[src/rtl/cache_request_issuer.sv]
// Queues read/write commands and replays them one at a time on the level-sensitive cache interface.
// Latency: repeat read 1 cycle after pop, cache hit 3, repeat write 5, miss adds the fill time.
// Backpressure: cmd_ready drops when the FIFO is full; a response is held until rsp_ready.

module fifo #(
    parameter int WIDTH = 8,
    parameter int DEPTH = 4
) (
    input  logic             clock,
    input  logic             resetn,
    input  logic             pushValid,
    output logic             pushReady,
    input  logic [WIDTH-1:0] pushData,
    output logic             popValid,
    input  logic             popReady,
    output logic [WIDTH-1:0] popData
);
    localparam int AW = (DEPTH > 1) ? $clog2(DEPTH) : 1;

    logic [WIDTH-1:0] store [DEPTH];
    logic [AW-1:0]    wrPtr;
    logic [AW-1:0]    rdPtr;
    logic [AW:0]      count;
    logic             doPush;
    logic             doPop;

    assign pushReady = (count != (AW+1)'(DEPTH));
    assign popValid  = (count != '0);
    assign doPush    = pushValid && pushReady;
    assign doPop     = popReady && popValid;
    assign popData   = store[rdPtr];

    always_ff @(posedge clock or negedge resetn) begin
        if (!resetn) begin
            wrPtr <= '0;
            rdPtr <= '0;
            count <= '0;
        end else begin
            if (doPush) wrPtr <= wrPtr + 1'b1;
            if (doPop)  rdPtr <= rdPtr + 1'b1;
            if (doPush && !doPop)      count <= count + 1'b1;
            else if (!doPush && doPop) count <= count - 1'b1;
        end
    end

    always_ff @(posedge clock) begin
        if (doPush) store[wrPtr] <= pushData;
    end
endmodule

module cache_request_issuer #(
    parameter int FIFO_DEPTH = 4,
    parameter int TIMEOUT    = 31
) (
    input  logic       clock,
    input  logic       resetn,
    input  logic       cmd_valid,
    output logic       cmd_ready,
    input  logic       cmd_wren,
    input  logic [4:0] cmd_address,
    input  logic [7:0] cmd_data,
    output logic       rsp_valid,
    input  logic       rsp_ready,
    output logic [7:0] rsp_data,
    output logic       rsp_wren,
    output logic [4:0] rsp_address,
    output logic       rsp_timeout,
    output logic [4:0] mem_address,
    output logic [7:0] mem_data,
    output logic       mem_wren,
    input  logic [7:0] mem_q,
    input  logic       mem_valid,
    output logic       busy
);
    typedef struct packed {
        logic       wren;
        logic [4:0] address;
        logic [7:0] data;
    } command_t;

    typedef enum logic [2:0] {IDLE, PRIME_L, PRIME_W, LAUNCH, WAIT, RESP} state_t;

    state_t     state, nextState;
    command_t   pushCmd, head, cur, curNext;
    logic       headValid, pop;
    logic [4:0] memAddressNext;
    logic [7:0] memDataNext;
    logic       memWrenNext;
    logic       rspValidNext, rspWrenNext, rspTimeoutNext;
    logic [7:0] rspDataNext;
    logic [4:0] rspAddressNext;
    logic [4:0] lastAddress, lastAddressNext;
    logic       lastWren, lastWrenNext;
    logic       lastOk, lastOkNext;
    logic [7:0] timer, timerNext;

    assign pushCmd = {cmd_wren, cmd_address, cmd_data};

    fifo #(
        .WIDTH($bits(command_t)),
        .DEPTH(FIFO_DEPTH)
    ) cmdFifo (
        .clock    (clock),
        .resetn   (resetn),
        .pushValid(cmd_valid),
        .pushReady(cmd_ready),
        .pushData (pushCmd),
        .popValid (headValid),
        .popReady (pop),
        .popData  (head)
    );

    assign busy = (state != IDLE) || headValid;

    always_comb begin
        nextState       = state;
        pop             = 1'b0;
        curNext         = cur;
        memAddressNext  = mem_address;
        memDataNext     = mem_data;
        memWrenNext     = mem_wren;
        rspValidNext    = rsp_valid;
        rspDataNext     = rsp_data;
        rspWrenNext     = rsp_wren;
        rspAddressNext  = rsp_address;
        rspTimeoutNext  = rsp_timeout;
        lastAddressNext = lastAddress;
        lastWrenNext    = lastWren;
        lastOkNext      = lastOk;
        timerNext       = timer;
        case (state)
            IDLE: begin
                if (headValid && !rsp_valid) begin
                    pop     = 1'b1;
                    curNext = head;
                    // The cache only starts a new access when address or wren change.
                    if (lastOk && !head.wren && !lastWren && head.address == lastAddress) begin
                        rspDataNext    = mem_q;
                        rspTimeoutNext = 1'b0;
                        rspWrenNext    = 1'b0;
                        rspAddressNext = head.address;
                        rspValidNext   = 1'b1;
                        nextState      = RESP;
                    end else if (lastOk && head.wren && lastWren && head.address == lastAddress) begin
                        memAddressNext = head.address;
                        memWrenNext    = 1'b0;
                        nextState      = PRIME_L;
                    end else begin
                        memAddressNext = head.address;
                        memDataNext    = head.data;
                        memWrenNext    = head.wren;
                        nextState      = LAUNCH;
                    end
                end
            end
            PRIME_L: begin
                timerNext = '0;
                nextState = PRIME_W;
            end
            PRIME_W: begin
                if (mem_valid) begin
                    memWrenNext = 1'b1;
                    memDataNext = cur.data;
                    nextState   = LAUNCH;
                end else if (timer == 8'(TIMEOUT - 1)) begin
                    rspDataNext    = '0;
                    rspTimeoutNext = 1'b1;
                    rspWrenNext    = cur.wren;
                    rspAddressNext = cur.address;
                    rspValidNext   = 1'b1;
                    lastOkNext     = 1'b0;
                    nextState      = RESP;
                end else begin
                    timerNext = timer + 8'd1;
                end
            end
            LAUNCH: begin
                timerNext = '0;
                nextState = WAIT;
            end
            WAIT: begin
                if (mem_valid) begin
                    rspDataNext     = mem_q;
                    rspTimeoutNext  = 1'b0;
                    rspWrenNext     = cur.wren;
                    rspAddressNext  = cur.address;
                    rspValidNext    = 1'b1;
                    lastAddressNext = cur.address;
                    lastWrenNext    = cur.wren;
                    lastOkNext      = 1'b1;
                    nextState       = RESP;
                end else if (timer == 8'(TIMEOUT - 1)) begin
                    rspDataNext    = '0;
                    rspTimeoutNext = 1'b1;
                    rspWrenNext    = cur.wren;
                    rspAddressNext = cur.address;
                    rspValidNext   = 1'b1;
                    lastOkNext     = 1'b0;
                    nextState      = RESP;
                end else begin
                    timerNext = timer + 8'd1;
                end
            end
            RESP: begin
                if (rsp_ready) begin
                    rspValidNext = 1'b0;
                    nextState    = IDLE;
                end
            end
            default: nextState = IDLE;
        endcase
    end

    always_ff @(posedge clock or negedge resetn) begin
        if (!resetn) begin
            state       <= IDLE;
            cur         <= '0;
            mem_address <= '0;
            mem_data    <= '0;
            mem_wren    <= 1'b0;
            rsp_valid   <= 1'b0;
            rsp_data    <= '0;
            rsp_wren    <= 1'b0;
            rsp_address <= '0;
            rsp_timeout <= 1'b0;
            lastAddress <= '0;
            lastWren    <= 1'b0;
            lastOk      <= 1'b0;
            timer       <= '0;
        end else begin
            state       <= nextState;
            cur         <= curNext;
            mem_address <= memAddressNext;
            mem_data    <= memDataNext;
            mem_wren    <= memWrenNext;
            rsp_valid   <= rspValidNext;
            rsp_data    <= rspDataNext;
            rsp_wren    <= rspWrenNext;
            rsp_address <= rspAddressNext;
            rsp_timeout <= rspTimeoutNext;
            lastAddress <= lastAddressNext;
            lastWren    <= lastWrenNext;
            lastOk      <= lastOkNext;
            timer       <= timerNext;
        end
    end
endmodule

[config.mk]
export PLATFORM = sky130hd
export DESIGN_NAME = cache_request_issuer
export DESIGN_NICKNAME = d
export VERILOG_FILES = /design/src/rtl/cache_request_issuer.sv
export SDC_FILE = /design/constraint.sdc
export NUM_CORES = 1
export LEC_CHECK = 0
export ABC_CLOCK_PERIOD_IN_PS = 3400
export BUFFER_PORTS_ARGS = -buffer_cell sky130_fd_sc_hd__buf_2
export CAP_MARGIN = 20
export CORE_UTILIZATION = 40
export CTS_BUF_LIST = sky130_fd_sc_hd__clkbuf_4
export CTS_CLUSTER_DIAMETER = 120
export DETAILED_ROUTE_END_ITERATION = 7
export MAX_ROUTING_LAYER = met4
export PLACE_DENSITY_LB_ADDON = 0.1
export SLEW_MARGIN = 30
export SYNTH_ARGS = -nofsm -noshare
export SYNTH_HDL_FRONTEND = slang
export SYNTH_SLANG_ARGS = --single-unit
[constraint.sdc]
create_clock -name clock -period 3.4 [get_ports clock]
set_clock_uncertainty 0.15 [all_clocks]
set_input_delay 0 -clock clock [delete_from_list [all_inputs] [get_ports clock]]
set_output_delay 0 -clock clock [all_outputs]
set_load 0.1 [all_outputs]
After elaboration in Yosys (flattened, before gate mapping)

Memory sizes are Yosys's and may differ from the RTL's.
Index checks and enable logic that the tools add are counted.

Memories: 1
Bits in writable memories: 56
Output and inout port bits: 32
Flip-flop bits (word level): 69

Reductions and logical operators: 38
Mux-type cells: 60
Bitwise logic cells: 1
Equality and inequality tests: 17
Add/subtract/negate cells: 5

Memory list:

| name          | words | bits a word | read ports | clocked after Yosys merged registers in | wr ports | RTL line | text |
|---|---|---|---|---|---|---|---|
| cmdFifo.store | 4     | 14          | 1          | 0                                       | 1        | 20       | `logic [WIDTH-1:0] store [DEPTH];` |

Operators by type and width:

| kind                                                             | number |
|---|---|
| 8-bit 2-to-1 mux                                                 | 11 |
| 8-bit one-hot mux with 2 select lines                            | 2 |
| 1-bit 2-to-1 mux                                                 | 25 |
| 5-bit 2-to-1 mux                                                 | 5 |
| 3-bit 2-to-1 mux                                                 | 8 |
| 8-bit one-hot mux with 3 select lines                            | 1 |
| 2-bit != test (second input constant)                            | 9 |
| 3-bit one-hot mux with 6 select lines                            | 1 |
| 5-bit one-hot mux with 3 select lines                            | 1 |
| 1-bit logical AND                                                | 11 |
| 5-bit AND reduction                                              | 2 |
| 3-bit nonzero test                                               | 3 |
| 8-bit by 1-bit adder with 8-bit output (second input constant)   | 1 |
| 8-bit by 5-bit == test with 1-bit output (second input constant) | 1 |
| 2-bit AND reduction                                              | 4 |
| 4-bit AND reduction                                              | 2 |
| 2-bit nonzero test                                               | 4 |
| 3-bit by 2-bit == test with 1-bit output (second input constant) | 2 |
| 3-bit == test (second input constant)                            | 2 |
| 1-bit one-hot mux with 3 select lines                            | 2 |
| 3-bit AND reduction                                              | 2 |
| 5-bit == test                                                    | 1 |
| 1-bit logical NOT                                                | 5 |
| 2-bit by 1-bit adder with 2-bit output (second input constant)   | 2 |
| other kinds (12)                                                 | 14 |

Longest topological paths before layout

Depth in word-level cells: 8
Depth in mapped cells: 13

Hierarchy

From an unflattened synthesis, not the netlist that was laid out.

Cells, all modules: 356
Area, all modules: 5467.7 sq um

Modules (own cells, without submodules):

| module               | cells an instance | area an instance (sq um) | instances |
|---|---|---|---|
| cache_request_issuer | 248               | 3000.4                   | 1 |
| fifo                 | 108               | 2467.4                   | 1 |

Least setup slack after synthesis

Ideal clock, no wire load.

Path kind: reg2reg
Start: reg rsp_valid
End: reg cmdFifo.count[1]
Setup slack: 0.274 ns
Arrival time: 2.851 ns
Stages on the path, launching flop included: 9
Data required time: 3.125 ns
Cells stage by stage: dfrtp_1 -> nor3_1 -> clkbuf_1 -> clkbuf_1 -> inv_2 -> ha_1 -> inv_1 -> fa_1 -> mux2_2

Word-level cells in the longest chain between the ends: 8
Elaborated cells between the ends (all ways): 10
Those cells by class: 3 x mux; 7 x reduce/logical

Ends and longest elaborated chain:

| what                                                   | RTL line | text |
|---|---|---|
| start, declared                                        | 62       | `output logic rsp_valid,` |
| start signal, assigned                                 | 236      | `rsp_valid <= rspValidNext;` |
| 1-bit logical NOT *                                    | 133      | `if (headValid && !rsp_valid) begin` |
| 1-bit logical AND *                                    | 133      |  |
| 1-bit 2-to-1 mux *                                     | 133      |  |
| 1-bit 2-to-1 mux *                                     | 131      | `case (state)` |
| 1-bit logical AND *                                    | 30       | `assign doPop = popReady && popValid;` |
| 1-bit logical NOT                                      | 41       | `if (doPush && !doPop) count <= count + 1'b1;` |
| 1-bit logical AND                                      | 41       |  |
| 3-bit 2-to-1 mux or 2-bit nonzero test (tied branches) | -        |  |
| end signal, assigned                                   | 41       |  |
| end signal, assigned                                   | 42       | `else if (!doPush && doPop) count <= count - 1'b1;` |
| end, declared                                          | 23       | `logic [AW:0] count;` |

Every way passes the cells marked *; elsewhere a longest branch is shown, timed or not.
A chain may end at the register's enable or synchronous reset.

Final worst setup path

Start: reg cmdFifo.rdPtr[0]
End: reg rsp_valid

Word-level cells in the longest chain between the ends: 7
Elaborated cells between the ends (all ways): 8
Those cells by class: 2 x eq/ne; 5 x reduce/logical; 1 x memory

Ends and longest elaborated chain:

| what                                                  | RTL line | text |
|---|---|---|
| start, declared                                       | 22       | `logic [AW-1:0] rdPtr;` |
| start signal, assigned                                | 40       | `if (doPop) rdPtr <= rdPtr + 1'b1;` |
| memory read 4 x 14 bit *                              | -        |  |
| branches (longest 3 deep; another with 5-bit == test) | -        |  |
| 1-bit logical AND *                                   | 137      | `if (lastOk && !head.wren && !lastWren && head.address == lastAddress) begin` |
| 2-bit != test (no source line) *                      | -        |  |
| 5-bit AND reduction (no source line) *                | -        |  |

Every way passes the cells marked *.

==> flow_summary.json <==
{
  "status": "completed",
  "rrSetupSlack_ns": 0.30,
  "critPathKind": "reg2reg",
  "syn-mean-instance-area_sq_um": 15.0,
  "clkTransAtPathRegs_ns": 0.12,
  "cts_setup_buffers": 0,
  "ant_nets": 0,
  "nNetsFinal": 496,
  "dp_hpwl_um": 7030,
  "grt_usage": 0.173,
  "drc": 0,
  "first_global_vias": 3395,
  "synthTopCellsByArea": "dfrtp_1, edfxtp_1, mux4_2, mux2_1, mux2_2",
  "worstRegToRegCells": 6,
  "cts_buffers": 17,
  "reg2reg_to": "rsp_valid",
  "fmax_mhz": 322,
  "worstPathRequired_ns": 3.74,
  "critical_path_arrival_ns": 3.44,
  "cp-start-kind": "flip-flop",
  "fin_util": 0.496,
  "maxCapViolCount": 0,
  "startpoint": "cmdFifo.rdPtr[0]",
  "drive_gt1_frac": 0.293,
  "ioPinCount": 59,
  "ys_top_cells_by_count": "dfrtp_1, edfxtp_1, mux2_1, mux2_2, nor2_1",
  "min_path_type": "in2reg",
  "clock-sinks": 125,
  "clk-insertion-delay-late_ns": 0.54,
  "finalCritPeriodShare": 0.913,
  "preCtsSetupSlack_ns": 0.327,
  "dr.pass1.iters": 4,
  "drt-wirelength-per-cell_um": 16.2,
  "synth_cell_types": 55,
  "syn_nets": 396,
  "final.setup.tns_ns": 0,
  "rows": 42,
  "dieArea_sq_um": 14000,
  "gp_congestion": 0.752,
  "regArea_sq_um": 3410,
  "synthToLayoutAreaGrowth_pct": 20.9,
  "core_area_sq_um": 13200,
  "worst_slack_ns": 0.297,
  "cp-end-kind": "flip-flop",
  "ys_ff_latch": 125,
  "finalSetupViolCount": 0,
  "synth_edf_count": 56,
  "via_per_inst": 5.10,
  "relSlewSlack": 0.473,
  "hold_viol_final": 0,
  "syn_area_sq_um": 5410,
  "die_h_um": 118,
  "multi_input_area_sq_um": 1890,
  "drtIter0Drc": 169,
  "n_fill_cell": 1169,
  "rr_startpoint": "cmdFifo.rdPtr[0]",
  "initial_core_util": 0.410,
  "yosysMostFrequentCell": "dfrtp_1",
  "rsz0062_at_grt": "no",
  "final.min_clock_period_ns": 3.10,
  "syn_inst": 361,
  "cts_tree": "yes",
  "ys.flop_type": "dfrtp_1",
  "drt_wl_total_um": 10600,
  "grt_max_degree": 26,
  "yosysSeqAreaShare": 0.630,
  "grt_overflow": 0,
  "synth_top_area_share": 0.319,
  "cp_max_fo": 10,
  "grt_pass1_wl_um": 17700,
  "synth_top_area_cell": "dfrtp_1",
  "num_vias": 3325,
  "cts_buffer_depth": 2,
  "critPathCapture": "rsp_valid",
  "slew_viol_final": 0,
  "cts_max_level": 4,
  "die_w_um": 118,
  "clockRootBuffer": "clkbuf_4",
  "io_buffer_count": 58,
  "yosysWarnings": 0,
  "antenna_found_initial": 1,
  "tightestPinTransition_ns": 0.791,
  "async_flop_share": 0.552
}
==> flip-flops by register name, indices dropped and copies added, names as in the netlist <==
name / count
rsp_valid: 1
cur: 14
lastWren: 1
cmdFifo.wrPtr: 2
lastAddress: 5
cmdFifo.count: 3
state: 3
rsp_data: 8
lastOk: 1
timer: 8
rsp_address: 5
mem_wren: 1
mem_data: 8
mem_address: 5
cmdFifo.rdPtr: 2
cmdFifo.store: 56
rsp_timeout: 1
rsp_wren: 1
==> cell families (layout without fill, tap and decap cells) <==
logic type | after synthesis | count (layout) | synth area share
other | 0 | 2 | 0
adder cells (fa/ha/maj) | 8 | 8 | 0.0199
AO/OA/AOI/OAI | 60 | 60 | 0.0875
flip-flops | 125 | 125 | 0.630
buffers and inverters | 25 | 138 | 0.0208
multiplexers | 56 | 56 | 0.146
AND/OR/NAND/NOR | 72 | 72 | 0.0713
XOR/XNOR | 15 | 15 | 0.0243
==> critical path: stages, from the launching register on <==
cell,delay (ns)
dfrtp_2,0.50
buf_4,0.27
mux4_2,0.60
or4_1,0.60
nor2_1,0.22
o311a_1,0.18
dlygate4sd3_1,0.55
==> what timing repair did <==
action / CTS / global route
hold buffers: 29 / 0
setup endpoints to repair: 0 / 1
hold endpoints to repair: 157 / 0
gates resized for setup: 0 / 1
==> metal layers <==
| metal | wire length [um] | vias up | track usage |
|---|---|---|---|
| met5 | 0 | - | - |
| met4 | 163 | 0 | 0.0777 |
| met3 | 444 | 10 | 0.0492 |
| met2 | 5080 | 76 | 0.267 |
| met1 | 4890 | 1651 | 0.212 |
| li1 | - | 1588 | - |
==> cell type report <==
class                      instances  area share
antenna                            2    0.000766
clock buffer                      18      0.0207
clock inverter                    14      0.0304
inverter                          11     0.00632
multi-input combinational        211       0.289
sequential                       125       0.522
tap                              176      0.0337
timing repair buffer              95      0.0972
==> worst min path at each step <==
stage	from	endpoint	slack, ns	cells past startpoint
global placement	resetn	rsp_address[4]	-0.17	1
global route	cmd_data[3]	cmdFifo.store[3][3]	0.02	2
CTS	cmd_data[3]	cmdFifo.store[3][3]	0.004	2
floorplan	resetn	cmdFifo.count[0]	-0.45	0
detailed placement	resetn	rsp_address[4]	-0.16	1
finish	cmd_data[3]	cmdFifo.store[3][3]	0.06	2
==> stage by stage <==
step | instance area (sq um) | hold WS, ns | std cells
after floorplan | 5410 | -0.446 | 361
after global placement | 5910 | -0.174 | 589
after detailed placement | 5910 | -0.162 | 589
after CTS | 6540 | 0.00369 | 650
after global routing | 6540 | 0.0197 | 652
final | 6540 | 0.0586 | 652
==> placed cells by master, fill, tap and decap left out, types with 10 or more instances in the layout <==
cell and instances:
mux2_1 24, dfrtp_1 68, mux4_2 14, mux2_2 18
dlygate4sd3_1 28, nor2_1 16, edfxtp_1 56, clkbuf_4 18
buf_2 59, a22o_1 10, nand2_1 12, a21oi_1 10
Power is left out: the tool's default activity adds up to more than one toggle a clock period on the data nets, which glitch-free logic cannot reach.
